**config.mk**
```make
export PLATFORM = sky130hd
export DESIGN_NAME = instr_sequencer
export DESIGN_NICKNAME = d
export VERILOG_FILES = /design/src/rtl/alu_pkg.sv /design/src/rtl/instr_decode.sv /design/src/rtl/instr_sequencer.sv
export SDC_FILE = /design/constraint.sdc
export NUM_CORES = 1
export LEC_CHECK = 0
export ABC_AREA = 1
export BUFFER_PORTS_ARGS = -buffer_cell sky130_fd_sc_hd__buf_2
export CAP_MARGIN = 20
export CORE_MARGIN = 3
export CORE_UTILIZATION = 51
export DETAILED_ROUTE_END_ITERATION = 7
export HOLD_SLACK_MARGIN = 0.1
export PLACE_DENSITY = 0.92
export SYNTH_ARGS = -nofsm -noshare
export SYNTH_HDL_FRONTEND = slang
export SYNTH_SLANG_ARGS = --single-unit
```
**constraint.sdc**
```tcl
create_clock -name clk -period 2.8 [get_ports clk]
set_input_delay 0.14 -clock clk [delete_from_list [all_inputs] [get_ports clk]]
set_output_delay 0.14 -clock clk [all_outputs]
set_load 0.01 [all_outputs]
```
**src/rtl/alu_pkg.sv**
```systemverilog
// Shared opcode, field-position and FSM definitions for the instruction sequencer.
// Pure declarations; no logic, no latency.
// No flow control involved.
package alu_pkg;

    localparam int INSTR_W  = 9;
    localparam int TYPE_BIT = 8;
    localparam int R_OP_HI  = 7;
    localparam int R_OP_LO  = 4;
    localparam int REG_HI   = 3;
    localparam int REG_LO   = 0;
    localparam int I_OP_HI  = 7;
    localparam int I_OP_LO  = 5;
    localparam int IMM_HI   = 4;
    localparam int IMM_LO   = 0;

    typedef enum logic [3:0] {
        R_ADD = 4'h0,
        R_SUB = 4'h1,
        R_AND = 4'h2,
        R_OR  = 4'h3,
        R_XOR = 4'h4,
        R_SHL = 4'h5,
        R_SHR = 4'h6,
        R_MOV = 4'h7,
        R_J   = 4'hD
    } r_op_e;

    typedef enum logic [2:0] {
        I_ADDI = 3'b000,
        I_SUBI = 3'b001,
        I_ANDI = 3'b010,
        I_ORI  = 3'b011,
        I_LDI  = 3'b100,
        I_XORI = 3'b101,
        I_HALT = 3'b110,
        I_LUI  = 3'b111
    } i_op_e;

    typedef enum logic [1:0] {
        S_IDLE  = 2'd0,
        S_FETCH = 2'd1,
        S_EXEC  = 2'd2,
        S_HALT  = 2'd3
    } seq_state_e;

endpackage

```
**src/rtl/instr_decode.sv**
```systemverilog
// Splits a 9-bit instruction word into its fields and flags HALT / carry-producing ops.
// Purely combinational, zero latency.
// No flow control.
module instr_decode
    import alu_pkg::*;
(
    input  logic [INSTR_W-1:0] instr_i,
    output logic               type_code_o,
    output logic [3:0]         r_op_o,
    output logic [3:0]         reg_addr_o,
    output logic [2:0]         i_op_o,
    output logic [4:0]         imm_o,
    output logic               is_halt_o,
    output logic               upd_carry_o
);

    assign type_code_o = instr_i[TYPE_BIT];
    assign r_op_o      = instr_i[R_OP_HI:R_OP_LO];
    assign reg_addr_o  = instr_i[REG_HI:REG_LO];
    assign i_op_o      = instr_i[I_OP_HI:I_OP_LO];
    assign imm_o       = instr_i[IMM_HI:IMM_LO];

    // Classify the instruction: HALT is I-type only; carry is produced by add/sub of either type.
    always_comb begin
        is_halt_o   = 1'b0;
        upd_carry_o = 1'b0;
        if (type_code_o) begin
            is_halt_o   = (i_op_o == I_HALT);
            upd_carry_o = (i_op_o == I_ADDI) || (i_op_o == I_SUBI);
        end else begin
            upd_carry_o = (r_op_o == R_ADD) || (r_op_o == R_SUB);
        end
    end

endmodule

```
**src/rtl/instr_sequencer.sv**
```systemverilog
// Fetch/issue sequencer: IDLE->FETCH->EXEC loop with branch, carry chaining and HALT; SEQ_TIMEOUT_EN adds a fetch timeout.
// Issue one cycle after imem_valid; zero-wait memory gives 2 cycles per instruction.
// FETCH stalls while imem_valid=0 (indefinitely unless SEQ_TIMEOUT_EN halts it with err after FETCH_TMO cycles).
module instr_sequencer
    import alu_pkg::*;
#(
    parameter int PC_W      = 10,
    parameter int FETCH_TMO = 15
) (
    input  logic            clk,
    input  logic            reset,
    input  logic            start,
    output logic            imem_req,
    output logic [PC_W-1:0] imem_addr,
    input  logic            imem_valid,
    input  logic [8:0]      imem_data,
    output logic            issue,
    output logic            type_code,
    output logic [3:0]      r_op,
    output logic [3:0]      reg_addr,
    output logic [2:0]      i_op,
    output logic [4:0]      imm,
    output logic            sc_in,
    input  logic            sc_out,
    input  logic            branch,
    input  logic [PC_W-1:0] branch_target,
    output logic            done,
    output logic            err
);

    seq_state_e          state_q, state_d;
    logic [PC_W-1:0]     pc_q, pc_d;
    logic [INSTR_W-1:0]  ir_q, ir_d;
    logic                sc_in_q, sc_in_d;
    logic                dec_halt;
    logic                dec_carry;
    logic                tmo_hit;

    // Field outputs come straight from the instruction register, so they hold between issues.
    instr_decode u_decode (
        .instr_i     (ir_q),
        .type_code_o (type_code),
        .r_op_o      (r_op),
        .reg_addr_o  (reg_addr),
        .i_op_o      (i_op),
        .imm_o       (imm),
        .is_halt_o   (dec_halt),
        .upd_carry_o (dec_carry)
    );

`ifdef SEQ_TIMEOUT_EN
    localparam int TMO_W = $clog2(FETCH_TMO + 1);
    logic [TMO_W-1:0] tmo_q, tmo_d;
    logic             err_q, err_d;

    assign tmo_hit = (tmo_q == TMO_W'(FETCH_TMO - 1));
    assign err     = err_q;

    // Count stalled fetch cycles; held at zero outside FETCH so every FETCH entry starts fresh.
    always_comb begin
        tmo_d = tmo_q;
        err_d = err_q;
        if (state_q != S_FETCH) begin
            tmo_d = '0;
        end else if (!imem_valid) begin
            tmo_d = tmo_q + 1'b1;
            if (tmo_hit) begin
                err_d = 1'b1;
            end
        end
        if (state_q == S_HALT && start) begin
            err_d = 1'b0;
        end
    end

    // Timeout counter and error flag registers.
    always_ff @(posedge clk or posedge reset) begin
        if (reset) begin
            tmo_q <= '0;
            err_q <= 1'b0;
        end else begin
            tmo_q <= tmo_d;
            err_q <= err_d;
        end
    end
`else
    assign tmo_hit = 1'b0;
    assign err     = 1'b0;
`endif

    assign imem_req  = (state_q == S_FETCH);
    assign imem_addr = pc_q;
    assign issue     = (state_q == S_EXEC);
    assign done      = (state_q == S_HALT);
    assign sc_in     = sc_in_q;

    // Next-state, pc, instruction register and carry update.
    always_comb begin
        state_d = state_q;
        pc_d    = pc_q;
        ir_d    = ir_q;
        sc_in_d = sc_in_q;
        unique case (state_q)
            S_IDLE, S_HALT: begin
                if (start) begin
                    state_d = S_FETCH;
                    pc_d    = '0;
                    sc_in_d = 1'b0;
                end
            end
            S_FETCH: begin
                if (imem_valid) begin
                    ir_d    = imem_data;
                    state_d = S_EXEC;
                end else if (tmo_hit) begin
                    state_d = S_HALT;
                end
            end
            S_EXEC: begin
                if (dec_halt) begin
                    state_d = S_HALT;
                end else begin
                    state_d = S_FETCH;
                    pc_d    = branch ? branch_target : pc_q + 1'b1;
                    if (dec_carry) begin
                        sc_in_d = sc_out;
                    end
                end
            end
            default: state_d = S_IDLE;
        endcase
    end

    // Sequencer state registers.
    always_ff @(posedge clk or posedge reset) begin
        if (reset) begin
            state_q <= S_IDLE;
            pc_q    <= '0;
            ir_q    <= '0;
            sc_in_q <= 1'b0;
        end else begin
            state_q <= state_d;
            pc_q    <= pc_d;
            ir_q    <= ir_d;
            sc_in_q <= sc_in_d;
        end
    end

endmodule

```
After elaboration in Yosys (flattened, before gate mapping) --
Index checks and enable logic that the tools add are counted.
Storage, ports and cells: register bits 22, latch bits 0, bits in writable memories 0, bits in read-only memories 0, input port bits 25, output and inout port bits 32, word-level logic and storage cells 40, memories 0
Cells by class: add/sub/neg operators 1, multipliers 0, div/mod/pow operators 0, magnitude comparators 0, eq/ne operators 10, shift-type cells 0, mux-type cells 14, bitwise gates (word level) 0, reductions and logical operators 11
Operators with widths (number):
- $mux 10 | 3
- $pmux 10 s2 | 1
- $add 10x1->10 const B | 1
- $mux 2 | 3
- $pmux 2 s3 | 1
- $mux 1 | 5
- $eq 2x2->1 const B | 2
- $eq 4x1->1 const B | 1
- $logic_not 4->1 | 1
- $ne 2x1->1 const B | 2
- $ne 2x2->1 const B | 2
- $reduce_and 2->1 | 2
- $reduce_and 4->1 | 1
- $eq 3x1->1 const B | 1
- $eq 3x3->1 const B | 1
- $logic_not 3->1 | 1
- $reduce_and 3->1 | 1
- $eq 2x1->1 const B | 1
- $logic_not 2->1 | 1
- $logic_or 1x1->1 | 2
- $pmux 1 s2 | 1
- $reduce_bool 2->1 | 1
- $reduce_or 2->1 | 1

Longest topological paths before layout --
Gate-level depths: netlist of the first run.
word-level depth 6, depth in mapped cells 8, mapped depth without buffers 8

By module --
A second synthesis of the first run with hierarchy kept.
Unflattened totals: cells, all modules 178, area total of the unflattened synthesis 1376.3 µm²
By module, submodules not included:
- instr_sequencer | instances 1, cells an instance 152, area each 1214.9 µm²
- instr_decode | instances 1, cells an instance 26, area each 161.4 µm²

Worst setup path before layout of the first run --
OpenSTA, ideal clock, no wires.
path kind flip-flop to flip-flop, from register state_q[0], to register pc_q[4] (netlist: imem_addr[4]), data arrival time 1.323 ns, data required time 2.681 ns, slack 1.358 ns, stages on the path, launching flop included 9, buffers on the path 0, clock period less this slack 1.442 ns, path through dfrtp_1 inv_1 ha_1 inv_2 or2_4 nand3_4 inv_4 nand2_1 o21ai_2
Between the ends: longest elaborated chain between the ends 4, elaborated cells on any way between the ends 9, those cells by class eq/ne: 4; mux: 1; reduce/logical: 4
Ends and longest elaborated chain:
- start: declaration | line instr_sequencer.sv:31 | seq_state_e state_q, state_d;
- start signal: assignment | line instr_sequencer.sv:142 | state_q <= state_d;
- $eq 2x2->1 or $logic_not 2->1 (tied branches) | line instr_sequencer.sv:103 | unique case (state_q)
- $reduce_or 2->1 | line instr_sequencer.sv:103
- $ne 2x2->1 (no source line) or $reduce_bool 2->1 (tied branches)
- $reduce_and 3->1 (no source line)
- end signal: assignment | line instr_sequencer.sv:143 | pc_q <= pc_d;
- end: declaration | line instr_sequencer.sv:32 | logic [PC_W-1:0] pc_q, pc_d;
Several ways; a longest one is shown, not always the timed one. A chain may end at the register's enable or synchronous reset.

Worst setup path after layout of the first run --
from register state_q[0], to register pc_q[5] (netlist: imem_addr[5])
The elaborated chain is that of the path after synthesis.

==> run summary, run 1 <==
====================================================================================================
Area added between synthesis and finish                                                       29.39%
Run status                                                                              complete, no violations
Max Buffers Root-to-Sink                                                                           2
Post-route cell area                                                                        1818 µm²
Worst clock skew                                                                         0.003440 ns
Total vias in the final route                                                                   1305
Clk sinks                                                                                         22
Post-synth net total                                                                             206
CTS tree                                                                                         yes
Synth top area cells                                                                    sky130_fd_sc_hd__dfrtp_1 39%, sky130_fd_sc_hd__nand2_1 15%, sky130_fd_sc_hd__mux2_1 6.4%, sky130_fd_sc_hd__buf_4 4.8%, sky130_fd_sc_hd__nor2_1 4.5%
Number of DRC violations after detailed-routing iteration 0                                       30
Arrival @ worst endpoint                                                                     1.79 ns
Clk Latency, worst-skew pair                                                                 0.31 ns
Congestion Overflow GR                                                                             0
Pwr per Cell Area                                                                       902.3 nW/µm²
Count of mapped cells out of synthesis                                                           176
Number of synthesized flops with an enable pin                                                     0
Number of nets with antenna violations after routing                                               0
Class of the most critical hold timing path                                             input pin to flop
# Max-Cap Violations                                                                               0
Floorplan Core Area                                                                         2545 µm²
Timing-limited maximum frequency                                                           634.1 MHz
Row cnt                                                                                           18
Chip Width                                                                                  58.49 µm
Total of buffers placed on input and output ports                                                 55
Pin count of the biggest net entering global routing                                              23
Die Outline Area                                                                            3421 µm²
TritonCTS buffer count                                                                             3
Flip-flop and latch count after synthesis                                                         22
Routed vias/inst                                                                               4.888
Antenna violations before repair                                                                   0
Syn avg cell area                                                                          7.984 µm²
Global Route Usage Sum                                                                        21.73%
I/O pin count                                                                                     57
Type of the setup path with the least slack                                             flop to flop
CP Max Fanout                                                                                      7
Top flip-flop cell by instance count after synthesis                                    sky130_fd_sc_hd__dfrtp_1
Crit start category                                                                             flop
Final RePlAce weighted congestion                                                             0.8660
Final nets                                                                                       268
Post-synth top area cell                                                                sky130_fd_sc_hd__dfrtp_1
Layout cells sized above 1                                                                    33.33%
Required time of the critical path                                                           3.02 ns
Detailed Place HPWL                                                                          2346 µm
Sum of negative setup slack                                                                     0 ns
Highest ir drop seen on vdd                                                                 637.6 µV
Commonest cells post-synth                                                              56 x sky130_fd_sc_hd__nand2_1, 22 x sky130_fd_sc_hd__dfrtp_1, 17 x sky130_fd_sc_hd__nor2_1
Via count of the first global-routing pass                                                      1296
DP Cell Count                                                                                    251
Wire length of the first global-routing pass                                                 5713 µm
Count of unresolved DRC violations after routing                                                   0
Die height                                                                                  58.49 µm
Library cell with the highest instance count after synthesis                            sky130_fd_sc_hd__nand2_1
Total placed instance area                                                                  1645 µm²
Sequential fraction of the synthesis area                                                     39.18%
Routed wirelength normalized by instance count                                              12.13 µm
Initial core utilization                                                                      55.21%
Type of element capturing the critical path                                                     flop
Setup Viol. Count Final                                                                            0
Normalized max-slew margin                                                                    44.87%
Post-route non-filler standard cell count                                                        267
Asr flop ratio synth                                                                          100.0%
WL final                                                                                     3240 µm
Leakage power                                                                              0.9826 nW
Synth unique cells                                                                                30
Root cell of the clock tree                                                             sky130_fd_sc_hd__clkbuf_4
Unrepaired setup endpoints after global routing                                                   no
Clock-pin slew reported for the worst setup and hold paths after clock tree synthesis        0.13 ns
Transition time of the tightest slew-check pin                                             0.8261 ns
Slew Viols, Final                                                                                  0
Antenna diode count                                                                                0
Pre-antenna DRT Iters                                                                              4
Final number of hold-violating endpoints                                                           0
H-tree level count                                                                                 1
YS warnings                                                                                        0
Mapped Area                                                                                 1405 µm²
Final period utilization                                                                      56.33%
Portion of synthesized cell area occupied by the leading cell type                            39.18%
Crit path time final                                                                        1.577 ns
====================================================================================================
-- per-stage QoR --
| stage | setup WS [ns] | hold WS [ns] | util (%) | power [mW] |
|---|---|---|---|---|
| after floorplan | 1.358 | 0.1292 | - | 1.168 |
| after detailed placement | 1.228 | 0.3576 | 64.65 | 1.392 |
| after CTS | 1.222 | 0.1250 | 71.44 | 1.652 |
| final | 1.223 | 0.1291 | 71.44 | 1.640 |
| after global routing | 1.084 | 0.1404 | 71.44 | 1.785 |
| after global placement | 1.302 | 0.3453 | 64.65 | 1.360 |
-- layer usage --
metal | track usage (%) | vias to the layer above | wire length (µm)
met2 | 37.64 | 33 | 1654
met4 | 10.26 | 0 | 72
met3 | 2.851 | 7 | 127
li1 | - | 678 | -
met5 | 0 | - | 0
met1 | 26.53 | 587 | 1386
-- cell usage in the layout, fill, tap and decap left out, types with 2 or more instances in the layout --
cell	Yosys	final
sky130_fd_sc_hd__dlygate4sd3_1	0	12
sky130_fd_sc_hd__o21ai_1	5	5
sky130_fd_sc_hd__nand3_1	10	10
sky130_fd_sc_hd__inv_1	13	13
sky130_fd_sc_hd__nor2_1	17	17
sky130_fd_sc_hd__o21ai_2	3	3
sky130_fd_sc_hd__o21ai_0	2	2
sky130_fd_sc_hd__inv_2	4	4
sky130_fd_sc_hd__nor2_2	2	2
sky130_fd_sc_hd__clkbuf_4	0	3
sky130_fd_sc_hd__mux2_1	8	8
sky130_fd_sc_hd__nand2_1	56	56
sky130_fd_sc_hd__dfrtp_1	22	22
sky130_fd_sc_hd__nand4_1	3	3
sky130_fd_sc_hd__nand2_2	2	2
sky130_fd_sc_hd__ha_1	5	5
sky130_fd_sc_hd__buf_2	1	55
-- logic make-up (layout without fill, tap and decap cells) --
family / count (synthesis) / in the layout / share of synthesized area, %
DFF: 22 / 22 / 39.18
and+or+nand+nor: 98 / 98 / 33.04
AOI/OAI and AO/OA: 13 / 13 / 6.144
other: 1 / 1 / 0.2669
muxes: 8 / 8 / 6.412
adders and majority gates: 5 / 5 / 4.452
buffers and inverters: 29 / 90 / 10.51
-- what timing repair did --
action,CTS,global route
hold buffers,12,0
buffers inserted,0,0
hold endpoints to repair,33,0
gates resized for setup,0,0
-- worst paths after layout --
path                                        from      endpoint  slack, ns  depth (start not counted)
min in group asynchronous                  reset       ir_q[5]       0.56                          3
worst min register to register             sc_in         sc_in       0.52                          2
max in group asynchronous                  reset  imem_addr[3]       1.73                          3
worst max register to register        state_q[0]  imem_addr[5]       1.22                          8
worst min-delay path            branch_target[2]  imem_addr[2]       0.13                          5
worst max-delay path                  state_q[0]  imem_addr[5]       1.22                          8
-- where the power goes --
| group | switching, mW | internal (mW) |
|---|---|---|
| clock network | 0.101 | 0.145 |
| logic | 0.454 | 0.342 |
| registers | 0.151 | 0.447 |
-- critical path, cell delays in order (launching register included) --
cell	delay, ns
sky130_fd_sc_hd__dfrtp_1	0.44
sky130_fd_sc_hd__inv_1	0.07
sky130_fd_sc_hd__ha_1	0.33
sky130_fd_sc_hd__inv_2	0.05
sky130_fd_sc_hd__or2_4	0.26
sky130_fd_sc_hd__nand3_4	0.15
sky130_fd_sc_hd__nor2_1	0.07
sky130_fd_sc_hd__nand2_1	0.08
sky130_fd_sc_hd__nand2_1	0.05
-- area by class of cell --
type	instances	area, µm²
Multi-Input combinational cell	125	706.9
Timing Repair Buffer	67	395.4
Tap cell	30	37.54
Clock inverter	1	30.03
Inverter	19	75.07
Sequential cell	22	550.5
Fill cell	210	726.9
Clock buffer	3	22.52
-- state kept, by name (all words and copies together) (netlist names) --
signal	cells
sc_in	1
ir_q	9
imem_addr	10
state_q	2
(Power assumes the default switching activity.)
==> inputs of run 2 (changes only) <==
--- a/config.mk
+++ b/config.mk
@@ -5,14 +5,14 @@
 export SDC_FILE = /design/constraint.sdc
 export NUM_CORES = 1
 export LEC_CHECK = 0
-export ABC_AREA = 1
+export ABC_AREA = 0
 export BUFFER_PORTS_ARGS = -buffer_cell sky130_fd_sc_hd__buf_2
 export CAP_MARGIN = 20
 export CORE_MARGIN = 3
-export CORE_UTILIZATION = 51
+export CORE_UTILIZATION = 46
 export DETAILED_ROUTE_END_ITERATION = 7
 export HOLD_SLACK_MARGIN = 0.1
-export PLACE_DENSITY = 0.92
+export PLACE_DENSITY = 0.86
 export SYNTH_ARGS = -nofsm -noshare
 export SYNTH_HDL_FRONTEND = slang
 export SYNTH_SLANG_ARGS = --single-unit
==> constraint.sdc (replaced) <==
create_clock -name clk -period 1.5 [get_ports clk]
set_input_delay 0.075 -clock clk [delete_from_list [all_inputs] [get_ports clk]]
set_output_delay 0.075 -clock clk [all_outputs]
set_load 0.01 [all_outputs]
==> run 2 against run 1 <==
The flow now finishes with violations (negative setup slack). Design area rose by 2.8%. Routed wire length is 10% higher. Power up 110%. Clock skew shrank 0.0020 ns. Area after synthesis fell by 8.7%. Maximum frequency is 4.7% higher. Synthesized cell count is 29% lower. Worst setup slack got worse by 1.2 ns. Sequential power is 79% higher. Non-clock buffer count is 15 higher. Sequential share of layout area decreased by 0.81 points.
==> run summary, run 2 <==
====================================================================================================
CTS tree                                                                                         yes
Largest register FFs                                                                              10   unchanged
Global Route Usage Sum                                                                        22.21%   +0.49 points
Sum of negative setup slack                                                             -0.007209 ns   -0.007209 ns
Total vias in the final route                                                                   1236   -5.3%
Crit path time final                                                                        1.506 ns   -0.07119 ns
Floorplan Core Area                                                                         2567 µm²   +0.88%
WL final                                                                                     3579 µm   +10%
Pin count of the biggest net entering global routing                                              23   unchanged
Number of synthesized flops with an enable pin                                                     0   unchanged
Pre-antenna DRT Iters                                                                              4   unchanged
DP Cell Count                                                                                    204   -19%
Initial core utilization                                                                      49.95%   -5.3 points
Leakage power                                                                              0.9361 nW   -4.7%
I/O pin count                                                                                     57   unchanged
Synth unique cells                                                                                32   +6.7%
Clk sinks                                                                                         22   unchanged
Number of DRC violations after detailed-routing iteration 0                                       30   unchanged
Launching point of the worst reg2reg path                                                 state_q[0]
Final period utilization                                                                      100.4%   +44 points
Post-route non-filler standard cell count                                                        229   -14%
Clk Latency, worst-skew pair                                                                 0.31 ns   about the same
Timing-limited maximum frequency                                                           664.0 MHz   +4.7%
Type of element capturing the critical path                                                     flop
Required time of the critical path                                                           1.70 ns   -1.32 ns
Final core area utilization                                                                   72.76%   +1.3 points
Final nets                                                                                       230   -14%
Total placed instance area                                                                  1580 µm²   -4.0%
Internal power consumption                                                                  1.996 mW   +110%
Switching fraction of total power                                                             41.37%   -1.7 points
Routed vias/inst                                                                               5.397   +10%
Post-synth net total                                                                             155   -25%
Setup Viol. Count Final                                                                            2   +2
Count of mapped cells out of synthesis                                                           125   -29%
Detailed Place HPWL                                                                          2301 µm   -1.9%
Class of the most critical hold timing path                                             input pin to flop
Slew Viols, Final                                                                                  0   unchanged
Combinational group share of total power                                                       54.9%   +6.4 points
Clock power share                                                                              13.7%   -1.3 points
Row cnt                                                                                           18   unchanged
H-tree level count                                                                                 1   unchanged
Sequential cell fraction of total power                                                        31.4%   -5.1 points
Commonest cells post-synth                                                              22 x sky130_fd_sc_hd__dfrtp_1, 15 x sky130_fd_sc_hd__nand2_1, 10 x sky130_fd_sc_hd__buf_4
Layout cells sized above 1                                                                    42.71%   +9.4 points
CP Max Fanout                                                                                      8   +1
Count of unresolved DRC violations after routing                                                   0   unchanged
Post-route cell area                                                                        1868 µm²   +2.8%
Arrival @ worst endpoint                                                                     1.71 ns   -0.08 ns
Via count of the first global-routing pass                                                      1256   -3.1%
Worst clock skew                                                                         0.001468 ns   -0.001972 ns
# Max-Cap Violations                                                                               0   unchanged
Antenna diode count                                                                                0   unchanged
Crit start category                                                                             flop
Portion of synthesized cell area occupied by the leading cell type                            42.93%   +3.7 points
Max Buffers Root-to-Sink                                                                           2   unchanged
Syn avg cell area                                                                          10.26 µm²   +29%
Antenna violations before repair                                                                   0   unchanged
Die Outline Area                                                                            3457 µm²   +1.1%
Worst reg-to-reg path cell count                                                                   6   -2
Mapped Area                                                                                 1282 µm²   -8.7%
Sequential fraction of the synthesis area                                                     42.93%   +3.7 points
Area added between synthesis and finish                                                       45.66%
Root cell of the clock tree                                                             sky130_fd_sc_hd__clkbuf_4
Chip Width                                                                                  58.80 µm   +0.53%
Flip-flop and latch count after synthesis                                                         22   unchanged
Type of the setup path with the least slack                                             flop to flop
Pwr per Cell Area                                                                        1822 nW/µm²   +100%
Congestion Overflow GR                                                                             0   unchanged
Worst Hold Depth                                                                                   4   -1
Run status                                                                              complete, but fails checks
TritonCTS buffer count                                                                             3   unchanged
Leading cell type in the layout, fill and taps excluded                                 sky130_fd_sc_hd__buf_2
Slack of the critical path                                                              -0.005923 ns   -1.229 ns
Post-synth top area cell                                                                sky130_fd_sc_hd__dfrtp_1
Die height                                                                                  58.80 µm   +0.53%
Clock-pin slew reported for the worst setup and hold paths after clock tree synthesis        0.13 ns   about the same
Total of buffers placed on input and output ports                                                 55   unchanged
Failing checks                                                                          negative setup slack
Final RePlAce weighted congestion                                                             0.8440   -2.5%
Final number of hold-violating endpoints                                                           0   unchanged
YS warnings                                                                                        0   unchanged
Wire length of the first global-routing pass                                                 5796 µm   +1.5%
Top flip-flop cell by instance count after synthesis                                    sky130_fd_sc_hd__dfrtp_1
Number of nets with antenna violations after routing                                               0   unchanged
Start point of the worst min-delay path                                                 branch_target[9]
Unrepaired setup endpoints after global routing                                                  yes
Final Total Pwr                                                                             3.404 mW   +110%
Highest ir drop seen on vdd                                                                  1354 µV   +110%
Library cell with the highest instance count after synthesis                            sky130_fd_sc_hd__dfrtp_1
Most frequent cells in the layout                                                       55 x sky130_fd_sc_hd__buf_2, 22 x sky130_fd_sc_hd__dfrtp_1, 20 x sky130_fd_sc_hd__dlygate4sd3_1
Synth top area cells                                                                    sky130_fd_sc_hd__dfrtp_1 43%, sky130_fd_sc_hd__mux2_2 7.9%, sky130_fd_sc_hd__buf_4 5.9%, sky130_fd_sc_hd__ha_1 4.9%, sky130_fd_sc_hd__nand2_1 4.4%
Asr flop ratio synth                                                                          100.0%   unchanged
Final Hold Slack                                                                           0.1096 ns   -0.01952 ns
Net load switching power                                                                    1.408 mW   +99%
Worst setup path startpoint                                                               state_q[0]
Placement-stage worst setup slack                                                        -0.02856 ns   -1.257 ns
Routed wirelength normalized by instance count                                              15.63 µm   +29%
====================================================================================================
==> run 2: cell types whose count changed in the layout (fill, tap and decap cells not counted), moves of 4 or more <==
cell	before	now
sky130_fd_sc_hd__buf_4	0	6
sky130_fd_sc_hd__dlygate4sd3_1	12	20
sky130_fd_sc_hd__inv_1	13	4
sky130_fd_sc_hd__mux2_1	8	0
sky130_fd_sc_hd__mux2_2	0	9
sky130_fd_sc_hd__nand2_1	56	14
sky130_fd_sc_hd__nand3_1	10	6
sky130_fd_sc_hd__nor2_1	17	4
==> run 2: worst paths after layout <==
check	endpoint	slack, ns
worst max-delay path	imem_addr[5]	-0.006
worst min-delay path	imem_addr[9]	0.11
worst max register to register	imem_addr[5]	-0.006
worst min register to register	imem_addr[9]	0.53
max in group asynchronous	ir_q[7]	0.97
min in group asynchronous	ir_q[4]	0.31
==> run 2: cells by family (layout without fill, tap and decap cells) <==
group	count (synthesis)	in the layout	synth area share, %
AND/OR/NAND/NOR	38	38	16.00
AO/OA/AOI/OAI	27	27	15.61
flip-flops	22	22	42.93
buffers and inverters	17	91	8.098
multiplexers	11	11	9.464
adder cells (fa/ha/maj)	5	5	4.878
XOR/XNOR	4	4	2.732
other	1	1	0.2924
==> run 2: power by group through the flow <==
stage | Clock, mW | Sequential, mW | Combinational [mW]
after floorplan | 0 | 1.15 | 1.04
after CTS | 0.466 | 1.06 | 1.74
final | 0.467 | 1.07 | 1.87
after global routing | 0.484 | 1.10 | 2.04
after detailed placement | 0 | 1.07 | 1.66
after global placement | 0 | 1.05 | 1.60
==> run 2: routing by layer <==
metal / wire length [µm] / track usage, % / part of all wire (%) / up-vias
li1: - / - / - / 589
met1: 1444 / 26.50 / 40 / 596
met2: 1852 / 39.43 / 52 / 43
met3: 182 / 2.412 / 5.1 / 8
met4: 99 / 10.68 / 2.8 / 0
met5: 0 / 0 / 0 / -
==> run 2: cell type report <==
type,count,area (µm²)
fillers,183,699.4
well taps,30,37.54
multi-input cells,86,668.1
repair buffers,82,540.5
clock inverters,1,30.03
flip-flops and latches,22,550.5
clock buffers,3,22.52
inverters,5,18.77
==> run 2: critical path, stage by stage (launching register included) <==
cell,delay (ns)
sky130_fd_sc_hd__dfrtp_1,0.42
sky130_fd_sc_hd__inv_2,0.07
sky130_fd_sc_hd__ha_4,0.22
sky130_fd_sc_hd__nor2b_4,0.15
sky130_fd_sc_hd__a211o_4,0.35
sky130_fd_sc_hd__nand2_1,0.08
sky130_fd_sc_hd__o221ai_1,0.10
==> run 2: what timing repair did <==
item,in CTS,in global routing
setup endpoints to repair,8,19
gates resized for setup,1,10
cloned,0,0
pin swaps,2,4
hold buffers,20,0
setup buffers,1,0
hold endpoints to repair,41,0
